**src/rtl/operand_entry_pkg.sv**
```systemverilog
// Shared constants for operand_entry: operand width, FSM state encodings and
// the default debounce length (1 ms at 50 MHz).
package operand_entry_pkg;

    localparam int OPERAND_W               = 5;
    localparam int DEBOUNCE_CYCLES_DEFAULT = 50000;

    localparam logic [1:0] ST_LEFT  = 2'b00;
    localparam logic [1:0] ST_RIGHT = 2'b01;
    localparam logic [1:0] ST_HOLD  = 2'b10;

    typedef enum logic [1:0] {
        S_LEFT  = ST_LEFT,
        S_RIGHT = ST_RIGHT,
        S_HOLD  = ST_HOLD
    } state_t;

endpackage

```
**src/rtl/button_debounce.sv**
```systemverilog
// One pushbutton path: 2-FF synchroniser, stability counter and a registered
// one-cycle pulse on each accepted press (0->1 of the stable level).
module button_debounce
    import operand_entry_pkg::*;
#(
    parameter int DEBOUNCE_CYCLES = DEBOUNCE_CYCLES_DEFAULT
) (
    input  logic clk,
    input  logic rst_n,
    input  logic raw,
    output logic pulse
);

    localparam int CNT_W = (DEBOUNCE_CYCLES > 1) ? $clog2(DEBOUNCE_CYCLES) : 1;
    localparam logic [CNT_W-1:0] CNT_LAST = CNT_W'(DEBOUNCE_CYCLES - 1);

    logic             sync1;
    logic             sync2;
    logic             stable;
    logic [CNT_W-1:0] cnt;

    // The counter only runs while the synchronised level disagrees with the
    // accepted level, so any return to agreement restarts the stability window.
    always_ff @(posedge clk) begin
        if (!rst_n) begin
            sync1  <= 1'b0;
            sync2  <= 1'b0;
            stable <= 1'b0;
            cnt    <= '0;
            pulse  <= 1'b0;
        end else begin
            sync1 <= raw;
            sync2 <= sync1;
            pulse <= 1'b0;
            if (sync2 == stable) begin
                cnt <= '0;
            end else if (cnt == CNT_LAST) begin
                stable <= sync2;
                cnt    <= '0;
                pulse  <= sync2;
            end else begin
                cnt <= cnt + CNT_W'(1);
            end
        end
    end

endmodule

```
**src/rtl/operand_entry.sv**
```systemverilog
// Operand entry: two debounced buttons step an FSM that latches left, then
// right, then offers {left,right}. Optional live preview: OPERAND_ENTRY_LIVE_EN.
module operand_entry
    import operand_entry_pkg::*;
#(
    parameter int DEBOUNCE_CYCLES = DEBOUNCE_CYCLES_DEFAULT
) (
    input  logic                   clk,
    input  logic                   rst_n,
    input  logic [OPERAND_W-1:0]   sw,
    input  logic                   btn_enter,
    input  logic                   btn_clear,
    output logic [2*OPERAND_W-1:0] operands,
    output logic                   operands_valid,
    input  logic                   operands_ready,
    output logic [1:0]             phase
);

    // Handshake: a transfer happens on a rising clk edge where operands_valid
    // and operands_ready are both 1; once valid rises, operands stay constant
    // until that transfer or a clear, and ready while valid=0 is ignored.

    logic                 enter_p;
    logic                 clear_p;
    state_t               state;
    logic [OPERAND_W-1:0] left_q;
    logic [OPERAND_W-1:0] right_q;
    logic                 valid_q;

    button_debounce #(.DEBOUNCE_CYCLES(DEBOUNCE_CYCLES)) u_enter (
        .clk   (clk),
        .rst_n (rst_n),
        .raw   (btn_enter),
        .pulse (enter_p)
    );

    button_debounce #(.DEBOUNCE_CYCLES(DEBOUNCE_CYCLES)) u_clear (
        .clk   (clk),
        .rst_n (rst_n),
        .raw   (btn_clear),
        .pulse (clear_p)
    );

    // Clear outranks everything, including a same-cycle enter or handshake.
    always_ff @(posedge clk) begin
        if (!rst_n) begin
            state   <= S_LEFT;
            left_q  <= '0;
            right_q <= '0;
            valid_q <= 1'b0;
        end else if (clear_p) begin
            state   <= S_LEFT;
            left_q  <= '0;
            right_q <= '0;
            valid_q <= 1'b0;
        end else begin
            case (state)
                S_LEFT: begin
                    if (enter_p) begin
                        left_q <= sw;
                        state  <= S_RIGHT;
                    end
                end
                S_RIGHT: begin
                    if (enter_p) begin
                        right_q <= sw;
                        valid_q <= 1'b1;
                        state   <= S_HOLD;
                    end
                end
                S_HOLD: begin
                    // left/right are kept after the transfer for display.
                    if (valid_q && operands_ready) begin
                        valid_q <= 1'b0;
                        state   <= S_LEFT;
                    end
                end
                default: begin
                    state   <= S_LEFT;
                    valid_q <= 1'b0;
                end
            endcase
        end
    end

`ifdef OPERAND_ENTRY_LIVE_EN
    // The half currently being entered previews the switches.
    always_comb begin
        operands = {left_q, right_q};
        case (state)
            S_LEFT:  operands[2*OPERAND_W-1:OPERAND_W] = sw;
            S_RIGHT: operands[OPERAND_W-1:0]           = sw;
            default: operands = {left_q, right_q};
        endcase
    end
`else
    assign operands = {left_q, right_q};
`endif

    assign operands_valid = valid_q;
    assign phase          = state;

endmodule

```
**config.mk**
```make
export PLATFORM = sky130hd
export DESIGN_NAME = operand_entry
export DESIGN_NICKNAME = d
export VERILOG_FILES = /design/src/rtl/operand_entry_pkg.sv /design/src/rtl/button_debounce.sv /design/src/rtl/operand_entry.sv
export SDC_FILE = /design/constraint.sdc
export NUM_CORES = 1
export LEC_CHECK = 0
export BUFFER_PORTS_ARGS = -buffer_cell sky130_fd_sc_hd__buf_2
export CAP_MARGIN = 20
export CORE_MARGIN = 4
export CORE_UTILIZATION = 53
export CTS_CLUSTER_SIZE = 30
export DETAILED_ROUTE_END_ITERATION = 10
export PLACE_DENSITY_LB_ADDON = 0.08
export SLEW_MARGIN = 15
export SYNTH_ARGS = -nofsm -noshare
export SYNTH_HDL_FRONTEND = slang
export SYNTH_HIERARCHICAL = 1
export SYNTH_SLANG_ARGS = --single-unit
```
**constraint.sdc**
```tcl
create_clock -name clk -period 1.8 [get_ports clk]
set_clock_uncertainty 0.05 [all_clocks]
set_input_delay 0.18 -clock clk [delete_from_list [all_inputs] [get_ports clk]]
set_output_delay 0.18 -clock clk [all_outputs]
set_load 0.01 [all_outputs]
```
==> results of run 1 <==
==> cells by family (layout without fill, tap and decap cells) <==
family | after synthesis | after routing | synth area share, %
compound gates | 17 | 17 | 5.89
xor+xnor | 27 | 27 | 10.3
fa+ha+maj | 2 | 2 | 1.09
buf+inv | 7 | 37 | 1.25
flops | 53 | 53 | 46.2
mux | 10 | 10 | 4.36
simple gates | 119 | 119 | 30.9
==> layout by cell type, fill, tap and decap left out, types with 3 or more instances in the layout <==
master / count
sky130_fd_sc_hd__nand2_1: 16
sky130_fd_sc_hd__mux2i_1: 10
sky130_fd_sc_hd__dfxtp_1: 53
sky130_fd_sc_hd__xnor2_1: 17
sky130_fd_sc_hd__xor2_1: 10
sky130_fd_sc_hd__nor4_1: 7
sky130_fd_sc_hd__buf_2: 22
sky130_fd_sc_hd__nand3_1: 11
sky130_fd_sc_hd__o21ai_0: 3
sky130_fd_sc_hd__o31ai_1: 4
sky130_fd_sc_hd__nor3_1: 5
sky130_fd_sc_hd__inv_1: 4
sky130_fd_sc_hd__and2_1: 4
sky130_fd_sc_hd__nor2_1: 40
sky130_fd_sc_hd__or3_1: 4
sky130_fd_sc_hd__nand4_1: 6
sky130_fd_sc_hd__clkbuf_8: 6
sky130_fd_sc_hd__buf_4: 3
sky130_fd_sc_hd__a21oi_1: 4
==> stage by stage <==
stage / instances / power, mW / area, µm² / setup slack, ns / hold WS [ns]
CTS: 315 / 1.90 / 2580 / 0.0465 / 0.0341
finish: 315 / 1.87 / 2590 / 0.165 / 0.0411
global route: 315 / 1.94 / 2590 / 0.0140 / 0.0384
floorplan: 235 / 1.22 / 2300 / 0.258 / 0.252
detailed placement: 308 / 1.24 / 2500 / 0.0514 / 0.344
global placement: 308 / 1.25 / 2500 / 0.122 / 0.342
==> state kept, by name, summed over array words and instances (netlist names) <==
register        flops
left_q              5
u_clear/sync1       1
u_enter/sync1       1
u_enter/stable      1
right_q             5
u_clear/sync2       1
u_enter/cnt        16
u_clear/pulse       1
u_clear/cnt        16
phase               2
u_enter/sync2       1
operands_valid      1
u_clear/stable      1
u_enter/pulse       1
==> cell usage after synthesis (3+ instances only) <==
| cell | count |
|---|---|
| sky130_fd_sc_hd__a21oi_1 | 4 |
| sky130_fd_sc_hd__nor4_1 | 8 |
| sky130_fd_sc_hd__xnor2_1 | 17 |
| sky130_fd_sc_hd__o31ai_1 | 4 |
| sky130_fd_sc_hd__dfxtp_1 | 53 |
| sky130_fd_sc_hd__or3_1 | 4 |
| sky130_fd_sc_hd__nand2_1 | 16 |
| sky130_fd_sc_hd__inv_1 | 4 |
| sky130_fd_sc_hd__nor3_1 | 5 |
| sky130_fd_sc_hd__nand4_1 | 6 |
| sky130_fd_sc_hd__xor2_1 | 10 |
| sky130_fd_sc_hd__mux2i_1 | 10 |
| sky130_fd_sc_hd__nand3_1 | 12 |
| sky130_fd_sc_hd__o21ai_0 | 3 |
| sky130_fd_sc_hd__nor2_1 | 40 |
| sky130_fd_sc_hd__and2_1 | 4 |
==> critical path: stages (launching register included) <==
cell                      delay, ns
sky130_fd_sc_hd__dfxtp_1       0.46
sky130_fd_sc_hd__nand4_4       0.16
sky130_fd_sc_hd__or2_4         0.29
sky130_fd_sc_hd__or4_4         0.48
sky130_fd_sc_hd__a21oi_2       0.13
==> routing by layer <==
metal	vias up	track usage (%)	wire, µm	part of all wire [%]
met4	0	4.23	22	0.53
met5	-	0	0	0
met1	783	24.3	2100	51
met2	40	25.9	1780	43
met3	2	4.24	229	5.5
li1	878	-	-	-
==> final cells by class <==
class,instances,share of cell area [%]
inverter,4,0.579
timing repair buffer,26,5.88
tap,50,2.41
sequential,53,40.9
clock buffer,7,3.33
multi-input combinational,175,46.9
==> repair_timing <==
| action | in CTS | in global routing |
|---|---|---|
| resized for setup | 0 | 2 |
| hold buffers | 0 | 0 |
| endpoints found under the setup margin | 0 | 1 |
==> power breakdown <==
part	switching [mW]	internal, mW
logic	0.0208	0.0161
registers	0.00356	1.18
clock network	0.346	0.306
total	0.371	1.50
==> worst max path at each step <==
| stage | start | end | cells after the start |
|---|---|---|---|
| floorplan | u_clear/cnt[6] | u_clear/cnt[15] | 4 |
| detailed placement | u_enter/cnt[0] | u_enter/cnt[12] | 5 |
| finish | u_clear/cnt[7] | u_clear/cnt[15] | 4 |
| global placement | u_enter/cnt[0] | u_enter/cnt[12] | 5 |
| global route | u_enter/cnt[0] | u_enter/cnt[14] | 5 |
| CTS | u_enter/cnt[0] | u_enter/cnt[12] | 5 |
==> summary by stage, run 1 <==
Run status
The run finished with clean final reports.

Worst setup path
The capture point of the worst reg-to-reg path is u_clear/cnt[15]. The number of cells traversed by the worst register-to-register path is 4. The data required time of the worst path is 1.99 ns. The signal arrival time at the worst endpoint is 1.82 ns. The maximum fanout along the worst path is 5. The nature of the critical path endpoint is a flop. The category of the worst setup path launch point is a flop. The worst setup path is of the flop to flop kind. The register-to-register setup slack is 0.16 ns.

The worst reg2reg path startpoint is u_clear/cnt[7].

Final layout
Measured on the finished design, the core utilization comes to 63.5%. Fill cells in the final layout number 357. The proportion of layout cells with a drive suffix above 1 is 20.4%.

The antenna cell count is 0. In the final layout, the multi-input gates occupy 1220 µm². The sequential cell area is 1060 µm². The final net count is 277. The layout overhead on the synthesized area is 13.0%.

Timing
The accumulated negative setup slack is 0 ns. The number of max-slew violations in the final report is 0. The transition time at the pin with the least slew margin is 0.476 ns.

Derived from the worst setup path, the maximum achievable clock frequency is 612 MHz. The share of the clock period used by the worst path is 90.9%. The total count of hold-check failures in the final report is 0.

Measured against its own limit, the worst slew margin works out to 68.3%. Setup repair after global routing left no endpoint under its margin. The time the worst path needs with I/O delays and setup is 1.64 ns. The final-report setup violation count is 0.

Global routing
The number of global-route vias before repair came to 1617. The initial antenna violation count is 0. Global routing consumed, over all layers together, 17.1% of the routing resources. The maximum number of pins on one net before global-route repair is 16. The global-route wire length before repair is 7.41 mm. The global-route congestion overflow total is 0.

Floorplan
The die area is 5450 µm². The die is 73.8 µm wide. During I/O placement, the number of pins put on the boundary was 23. From bottom edge to top edge, the die measures 73.8 µm. The floorplan has 23 rows.

After floorplanning, the core was sized to cover 4090 µm². The initial utilization of the core area, before any placement, comes to 56.2%.

Route
The number of DRC markers in iteration 0 is 87. The number of remaining DRC errors is 0. The number of nets still failing antenna checks after routing is 0. The via count of the routed design is 1703.

After detailed routing, the number of vias per cell comes to 5.41. The average routed wire per standard cell is 13.1 µm. The number of iterations in the first detailed-routing pass is 5. The sum of routed wire length over all layers is 4.14 mm.

Power
For this design the static power due to leakage is 1.02 nW. VDD sags by at most 0.456 mV. The power density over cell area is 720 nW/µm².

Synth
The library cell with the largest summed area after synthesis is sky130_fd_sc_hd__dfxtp_1. Yosys mapped a number of flops with a built-in enable equal to 0. The synthesized area per cell is 9.77 µm². The post-synthesis cell area is 2300 µm². Synthesis produced a netlist with a net count of 247. Sequential cells were found to cover 46.2% of the synthesized design area.

Synthesis produced a netlist whose cell count is 235. The number of synthesized register bits is 53. The number of distinct library cells after synthesis is 36.

By area the synthesized netlist is led by sky130_fd_sc_hd__dfxtp_1 46%, sky130_fd_sc_hd__nor2_1 6.5%, sky130_fd_sc_hd__xnor2_1 6.5%. In the synthesized netlist the dominant register cell turns out to be sky130_fd_sc_hd__dfxtp_1. Summed over its instances, the top area cell type makes up 46.2% of the synthesized netlist area. After synthesis, the share of flip-flops with an asynchronous set or reset is 0%.

The total of warnings raised by yosys is 6.

Min path
In this run the worst hold path is classified as input port to flop. The worst min-delay path endpoint is u_enter/sync1. The worst hold path startpoint is btn_enter.

Counting instances, the worst hold path has a depth of 2.

CTS
The tree is rooted in a sky130_fd_sc_hd__clkbuf_8. Clock tree synthesis found a total of 53 sinks. In this run the number of H-tree levels came out at 2.

The clock latency reported for the late side of the worst-skew pair is 0.29 ns. The clock passes through at most 2 buffers. After clock tree synthesis, the clock-pin slew on the worst setup and hold paths is 0.09 ns.

The TritonCTS buffer count is 5. The CTS tree is done. The total setup buffers inserted after CTS is 0.

Placement
Routability-driven placement finished with a final weighted congestion of 0.827. Detailed placement finished with a half-perimeter wire length of 2.99 mm. The number of buffers inserted by port buffering is 22.

Job
The number of maximum-capacitance violations is 0.
No activity file was read; power rests on OpenSTA's default activity.
==> inputs of run 2 (changes only) <==
--- a/config.mk
+++ b/config.mk
@@ -12,6 +12,7 @@
 export CTS_CLUSTER_SIZE = 30
 export DETAILED_ROUTE_END_ITERATION = 10
 export PLACE_DENSITY_LB_ADDON = 0.08
+export RECOVER_POWER = 100
 export SLEW_MARGIN = 15
 export SYNTH_ARGS = -nofsm -noshare
 export SYNTH_HDL_FRONTEND = slang
==> summary by stage, run 2 (same netlist as run 1, synthesis figures left out) <==
Run status
The flow ran to the end, and the final reports show no timing, DRC or antenna violations.

Global routing
The initial antenna violation count is 0 (unchanged). The global-route congestion overflow total was 0 (unchanged). The all-layer global routing usage is 17.1% (unchanged).

The number of global-route vias before repair was 1617 (unchanged). The maximum number of pins on one net before global-route repair is 16 (unchanged). The global-route wire length before repair is 7.41 mm (unchanged).

CTS
The number of hold buffers added after CTS came to 0 (unchanged). The total setup buffers inserted after CTS came to 0 (unchanged). The clock latency reported for the late side of the worst-skew pair is 0.29 ns (about the same).

The number of buffers on the longest clock path is 2 (unchanged). The tree is rooted in a sky130_fd_sc_hd__clkbuf_8. The depth of the CTS H-tree is 2 (unchanged). The CTS tree is done.

The number of clock sinks is 53 (unchanged). The TritonCTS buffer count is 5 (unchanged). The clock-pin slew on the worst setup and hold paths is 0.09 ns (about the same).

Final layout
The sequential cell area came to 1060 µm² (unchanged). The antenna cell count came to 0 (unchanged). The most common cell after layout, fill and taps aside is sky130_fd_sc_hd__dfxtp_1.

The cell area after layout was 2550 µm² (-1.8%). The final net count is 277 (unchanged). The area of combinational cells with multiple inputs was 1190 µm² (-2.5%). The utilization after layout is 62.3% (-1.2 points). In the final layout, the registers with the most flip-flops are u_clear/cnt (16), u_enter/cnt (16). The proportion of layout cells with a drive suffix above 1 is 14.3% (-6.0 points). In the layout the commonest cells are 53 x sky130_fd_sc_hd__dfxtp_1, 40 x sky130_fd_sc_hd__nor2_1, 17 x sky130_fd_sc_hd__xnor2_1.

The area growth from synthesis to layout is 11.0%. The number of fill cells came to 371 (+3.9%).

Worst setup path
Broken down by cell family, the worst path's largest delay share belongs to simple AND/OR/NAND/NOR gates. The peak per-stage delay on the critical path came to 0.48 ns (about the same). The maximum fanout along the worst path is 5 (unchanged). The critical path is of the flop to flop type.

The category of the worst setup path launch point is a flop. The signal arrival time at the worst endpoint is 1.82 ns (about the same). The data required time of the worst path is 1.98 ns (about the same).

The slowest cell on the critical path is sky130_fd_sc_hd__or4_4. Traced cell by cell, the critical path runs through nand4_2 > or2_4 > or4_4 > a21oi_2. The nature of the critical path endpoint is a flop. The buffer and inverter count on the worst path is 0 (unchanged).

Power
The net load switching power came to 0.373 mW (+0.59%). The proportion of power drawn by combinational gates is 1.9% (about the same). The internal power came to 1.50 mW (about the same). The sequential cell fraction of total power was 63.1% (about the same). The worst voltage drop across the vdd grid is 0.458 mV (+0.53%). The power density over cell area is 734 nW/µm² (+1.9%). The switching part of the total power is 19.9% (+0.11 points). The leakage power is 0.946 nW (-6.9%).

The part of the total power dissipated in the clock network is 35.0% (about the same).

Timing
The accumulated negative setup slack is 0 ns (unchanged). The share of the clock period used by the worst path is 90.9% (about the same). The number of max-slew violations in the final report was 0 (unchanged). The transition time at the pin with the least slew margin is 0.553 ns (+0.0771 ns). The time the worst path needs with I/O delays and setup is 1.64 ns (+0.000104 ns).

Setup repair after global routing left no endpoint under its margin. The fmax is 611 MHz (about the same). The final-report setup violation count is 0 (unchanged). The total count of hold-check failures in the final report is 0 (unchanged). The relative slew slack is 63.0% (-5.3 points).

Floorplan
The core area is 4090 µm² (unchanged). The die outline width is 73.8 µm (unchanged). The standard-cell row count is 23 (unchanged). The y dimension of the die is 73.8 µm (unchanged).

The initial standard-cell utilization of the core is 56.2% (unchanged). The count of boundary I/O pins is 23 (unchanged). The die area is 5450 µm² (unchanged).

Placement
The final estimated routing congestion in global placement was 0.827 (unchanged). The number of buffers inserted by port buffering came to 22 (unchanged). The estimated wirelength of the detail-placed design is 2.99 mm (unchanged). The area of placed instances was 2500 µm² (unchanged).

Route
The number of nets still failing antenna checks after routing is 0 (unchanged). The average routed wire per standard cell is 13.2 µm (+0.41%). The number of iterations in the first detailed-routing pass is 5 (unchanged). The via count of the routed design is 1683 (-1.2%). The sum of routed wire length over all layers is 4.15 mm (+0.41%). The ratio of routed vias to standard cells was 5.34 (-1.2%).

The number of remaining DRC errors is 0 (unchanged). The number of DRC markers in iteration 0 is 92 (+5.7%).

Min path
The min-delay analysis places its worst path in the category input port to flop.

Job
The number of maximum-capacitance violations is 0 (unchanged).
[run 2: final cells by class]
| type | count | share of cell area (%) |
|---|---|---|
| Clock buffer | 7 | 3.39 |
| Inverter | 4 | 0.589 |
| Multi-Input combinational cell | 175 | 46.6 |
| Sequential cell | 53 | 41.7 |
| Tap cell | 50 | 2.46 |
| Timing Repair Buffer | 26 | 5.30 |
[run 2: timing repair]
action	CTS	global route
endpoints found under the setup margin	0	1
gates resized for setup	0	2
endpoints found under the hold margin	0	0
[run 2: final timing paths]
path                          end  depth (start not counted)  slack [ns]            from
setup / recovery  u_enter/cnt[15]                          4        0.16  u_enter/cnt[7]
hold / removal      u_enter/sync1                          2        0.04       btn_enter
setup reg to reg  u_enter/cnt[15]                          4        0.16  u_enter/cnt[7]
hold reg to reg     u_clear/sync2                          1        0.41   u_clear/sync1
[run 2: routing by layer]
metal	track usage, %	wire (µm)	share of wire, %
met5	0	0	0
met2	25.9	1770	43
met3	4.24	202	4.9
met4	4.23	22	0.53
met1	24.3	2160	52
[run 2: per-stage QoR]
stage / setup WS, ns / std cells / hold slack, ns / power, mW
floorplan: 0.258 / 235 / 0.252 / 1.22
global placement: 0.122 / 308 / 0.342 / 1.25
detailed placement: 0.0514 / 308 / 0.344 / 1.24
CTS: 0.0465 / 315 / 0.0341 / 1.90
global route: 0.0140 / 315 / 0.0384 / 1.94
finish: 0.165 / 315 / 0.0420 / 1.87
[run 2: worst reg2reg max path, cell delays in order (launching register included)]
cell                      delay (ns)
sky130_fd_sc_hd__dfxtp_1        0.42
sky130_fd_sc_hd__nand4_2        0.20
sky130_fd_sc_hd__or2_4          0.31
sky130_fd_sc_hd__or4_4          0.48
sky130_fd_sc_hd__a21oi_2        0.13
[run 2: power by group through the flow]
| stage | clock network, mW | logic [mW] | registers (mW) |
|---|---|---|---|
| floorplan | 0 | 0.0175 | 1.21 |
| global placement | 0 | 0.0375 | 1.21 |
| detailed placement | 0 | 0.0371 | 1.21 |
| CTS | 0.679 | 0.0376 | 1.18 |
| global route | 0.715 | 0.0405 | 1.18 |
| finish | 0.655 | 0.0355 | 1.18 |
==> inputs of run 3 (changes only) <==
--- a/config.mk
+++ b/config.mk
@@ -9,6 +9,7 @@
 export CAP_MARGIN = 20
 export CORE_MARGIN = 4
 export CORE_UTILIZATION = 53
+export CTS_BUF_LIST = sky130_fd_sc_hd__clkbuf_4 sky130_fd_sc_hd__clkbuf_8
 export CTS_CLUSTER_SIZE = 30
 export DETAILED_ROUTE_END_ITERATION = 10
 export PLACE_DENSITY_LB_ADDON = 0.08
==> summary by stage, run 3 (same netlist as run 1, synthesis figures left out) <==
Timing
The time the worst path needs with I/O delays and setup was 1.64 ns (+0.000295 ns). The final-report setup violation count is 0 (unchanged). The smallest hold slack is 0.0425 ns (+0.000425 ns). The worst setup margin is 0.164 ns (-0.000295 ns).

The fmax is 611 MHz (about the same). The number of max-slew violations in the final report was 0 (unchanged). The relative slew slack came to 63.0% (about the same). Setup repair after global routing left no endpoint under its margin. The share of the clock period used by the worst path was 90.9% (about the same). The transition time at the pin with the least slew margin came to 0.553 ns (+0.000295 ns). The accumulated negative setup slack is 0 ns (unchanged). The total count of hold-check failures in the final report is 0 (unchanged).

Worst setup path
The worst setup path is captured at a flop. The worst register-to-register path begins at u_clear/cnt[7]. The register-to-register setup slack is 0.16 ns (about the same). The critical path is of the flop to flop type.

The largest delay contributor family on the critical path is simple AND/OR/NAND/NOR gates. The buffer and inverter count on the worst path is 0 (unchanged). The maximum fanout along the worst path is 5 (unchanged). In this run the critical register-to-register path is captured at u_clear/cnt[15]. For this design, the slowest cell found on the critical path is sky130_fd_sc_hd__or4_4. The signal arrival time at the worst endpoint is 1.82 ns (about the same). The data required time of the worst path was 1.98 ns (about the same). Traced cell by cell, the critical path runs through nand4_4 > or2_4 > or4_4 > a21oi_2. The peak per-stage delay on the critical path is 0.48 ns (about the same). The number of cells traversed by the worst register-to-register path is 4 (unchanged). The category of the worst setup path launch point is a flop.

Placement
The number of buffers inserted by port buffering is 22 (unchanged). The estimated wirelength of the detail-placed design is 2.99 mm (unchanged). The setup slack after placement came to 0.0514 ns (unchanged).

The area of placed instances is 2500 µm² (unchanged). The final estimated routing congestion in global placement is 0.827 (unchanged).

Floorplan
The count of boundary I/O pins is 23 (unchanged). The standard-cell row count is 23 (unchanged). The initial standard-cell utilization of the core is 56.2% (unchanged). The die area is 5450 µm² (unchanged). The core area came to 4090 µm² (unchanged). The die outline width is 73.8 µm (unchanged). The y dimension of the die is 73.8 µm (unchanged).

Final layout
The layout overhead on the synthesized area is 11.1%. The proportion of layout cells with a drive suffix above 1 came to 14.7% (+0.38 points). The largest registers in the layout are u_clear/cnt (16), u_enter/cnt (16). The final net count was 277 (unchanged). The cell area after layout is 2550 µm² (+0.15%).

The number of fill cells is 366 (-1.3%). The antenna cell count is 0 (unchanged). The top cell types in the final layout, fill and taps aside, are 53 x sky130_fd_sc_hd__dfxtp_1, 40 x sky130_fd_sc_hd__nor2_1, 17 x sky130_fd_sc_hd__xnor2_1. The most common cell after layout, fill and taps aside is sky130_fd_sc_hd__dfxtp_1.

Global routing
The global-route congestion overflow total came to 0 (unchanged). The all-layer global routing usage was 17.2% (+0.085 points). The initial antenna violation count is 0 (unchanged). The maximum number of pins on one net before global-route repair is 16 (unchanged). The global-route wire length before repair is 7.44 mm (+0.38%). The number of global-route vias before repair is 1618 (+0.062%).

CTS
The clock-pin slew on the worst setup and hold paths came to 0.09 ns (about the same). The number of hold buffers added after CTS is 0 (unchanged). The CTS tree is done.

The number of buffers on the longest clock path is 2 (unchanged). The clock root buffer master is sky130_fd_sc_hd__clkbuf_8. The number of clock sinks was 53 (unchanged).

The post-cts sizing count was 0 (unchanged). The TritonCTS buffer count is 5 (unchanged). The clock latency reported for the late side of the worst-skew pair was 0.29 ns (about the same). The depth of the CTS H-tree came to 2 (unchanged).

The total setup buffers inserted after CTS is 0 (unchanged).

Route
The number of DRC markers in iteration 0 is 95 (+3.3%). The number of nets still failing antenna checks after routing is 0 (unchanged). The via count of the routed design is 1683 (unchanged).

The number of remaining DRC errors came to 0 (unchanged). The ratio of routed vias to standard cells is 5.34 (unchanged). The number of iterations in the first detailed-routing pass is 5 (unchanged). The average routed wire per standard cell came to 13.2 µm (-0.12%). The sum of routed wire length over all layers is 4.15 mm (-0.12%).

Min path
The worst hold path startpoint is btn_enter. The depth of the worst hold-timing path is 2 (unchanged). The path class of the lowest-slack min-delay path is input port to flop.

The worst min-delay path endpoint is u_enter/sync1.

Power
The power density over cell area came to 738 nW/µm² (+0.52%). The post-layout total power is 1.88 mW (+0.67%). The leakage power is 0.949 nW (+0.36%).

The worst voltage drop across the vdd grid is 0.458 mV (about the same).

Run status
The run finished with clean final reports.

Job
The number of maximum-capacitance violations is 0 (unchanged).
-- run 3: how the worst max path moves through the flow --
stage              startpoint              end  slack [ns]  cells after the start
4_1_cts        u_enter/cnt[0]  u_enter/cnt[12]        0.05                      5
3_5_place_dp   u_enter/cnt[0]  u_enter/cnt[12]        0.05                      5
2_1_floorplan  u_clear/cnt[6]  u_clear/cnt[15]        0.26                      4
5_1_grt        u_enter/cnt[0]  u_enter/cnt[14]        0.01                      5
3_3_place_gp   u_enter/cnt[0]  u_enter/cnt[12]        0.12                      5
6_report       u_clear/cnt[7]  u_clear/cnt[15]        0.16                      4
-- run 3: final cells by class --
type | count | area (µm²) | area share, %
Inverter | 4 | 15.0 | 0.589
Clock buffer | 7 | 90.1 | 3.53
Multi-Input combinational cell | 175 | 1190 | 46.5
Tap cell | 50 | 62.6 | 2.45
Sequential cell | 53 | 1060 | 41.6
Timing Repair Buffer | 26 | 135 | 5.30
-- run 3: where the power goes --
part / switching (mW) / leakage (nW) / internal (mW)
registers: 0.00355 / 0.428 / 1.18
clock network: 0.346 / 0.0477 / 0.321
logic: 0.0206 / 0.474 / 0.0148
total: 0.371 / 0.949 / 1.51
-- run 3: routing by layer --
| metal | vias to the layer above | GRT usage, % | routed length (µm) |
|---|---|---|---|
| li1 | 876 | - | - |
| met1 | 773 | 24.5 | 2130 |
| met2 | 32 | 26.0 | 1790 |
| met3 | 2 | 4.24 | 207 |
| met4 | 0 | 4.23 | 22 |
| met5 | - | 0 | 0 |
-- run 3: metrics by stage --
stage	instances	utilization, %
finish	315	62.4
detailed placement	308	61.1
CTS	315	63.3
global placement	308	61.1
floorplan	235	-
global route	315	62.4
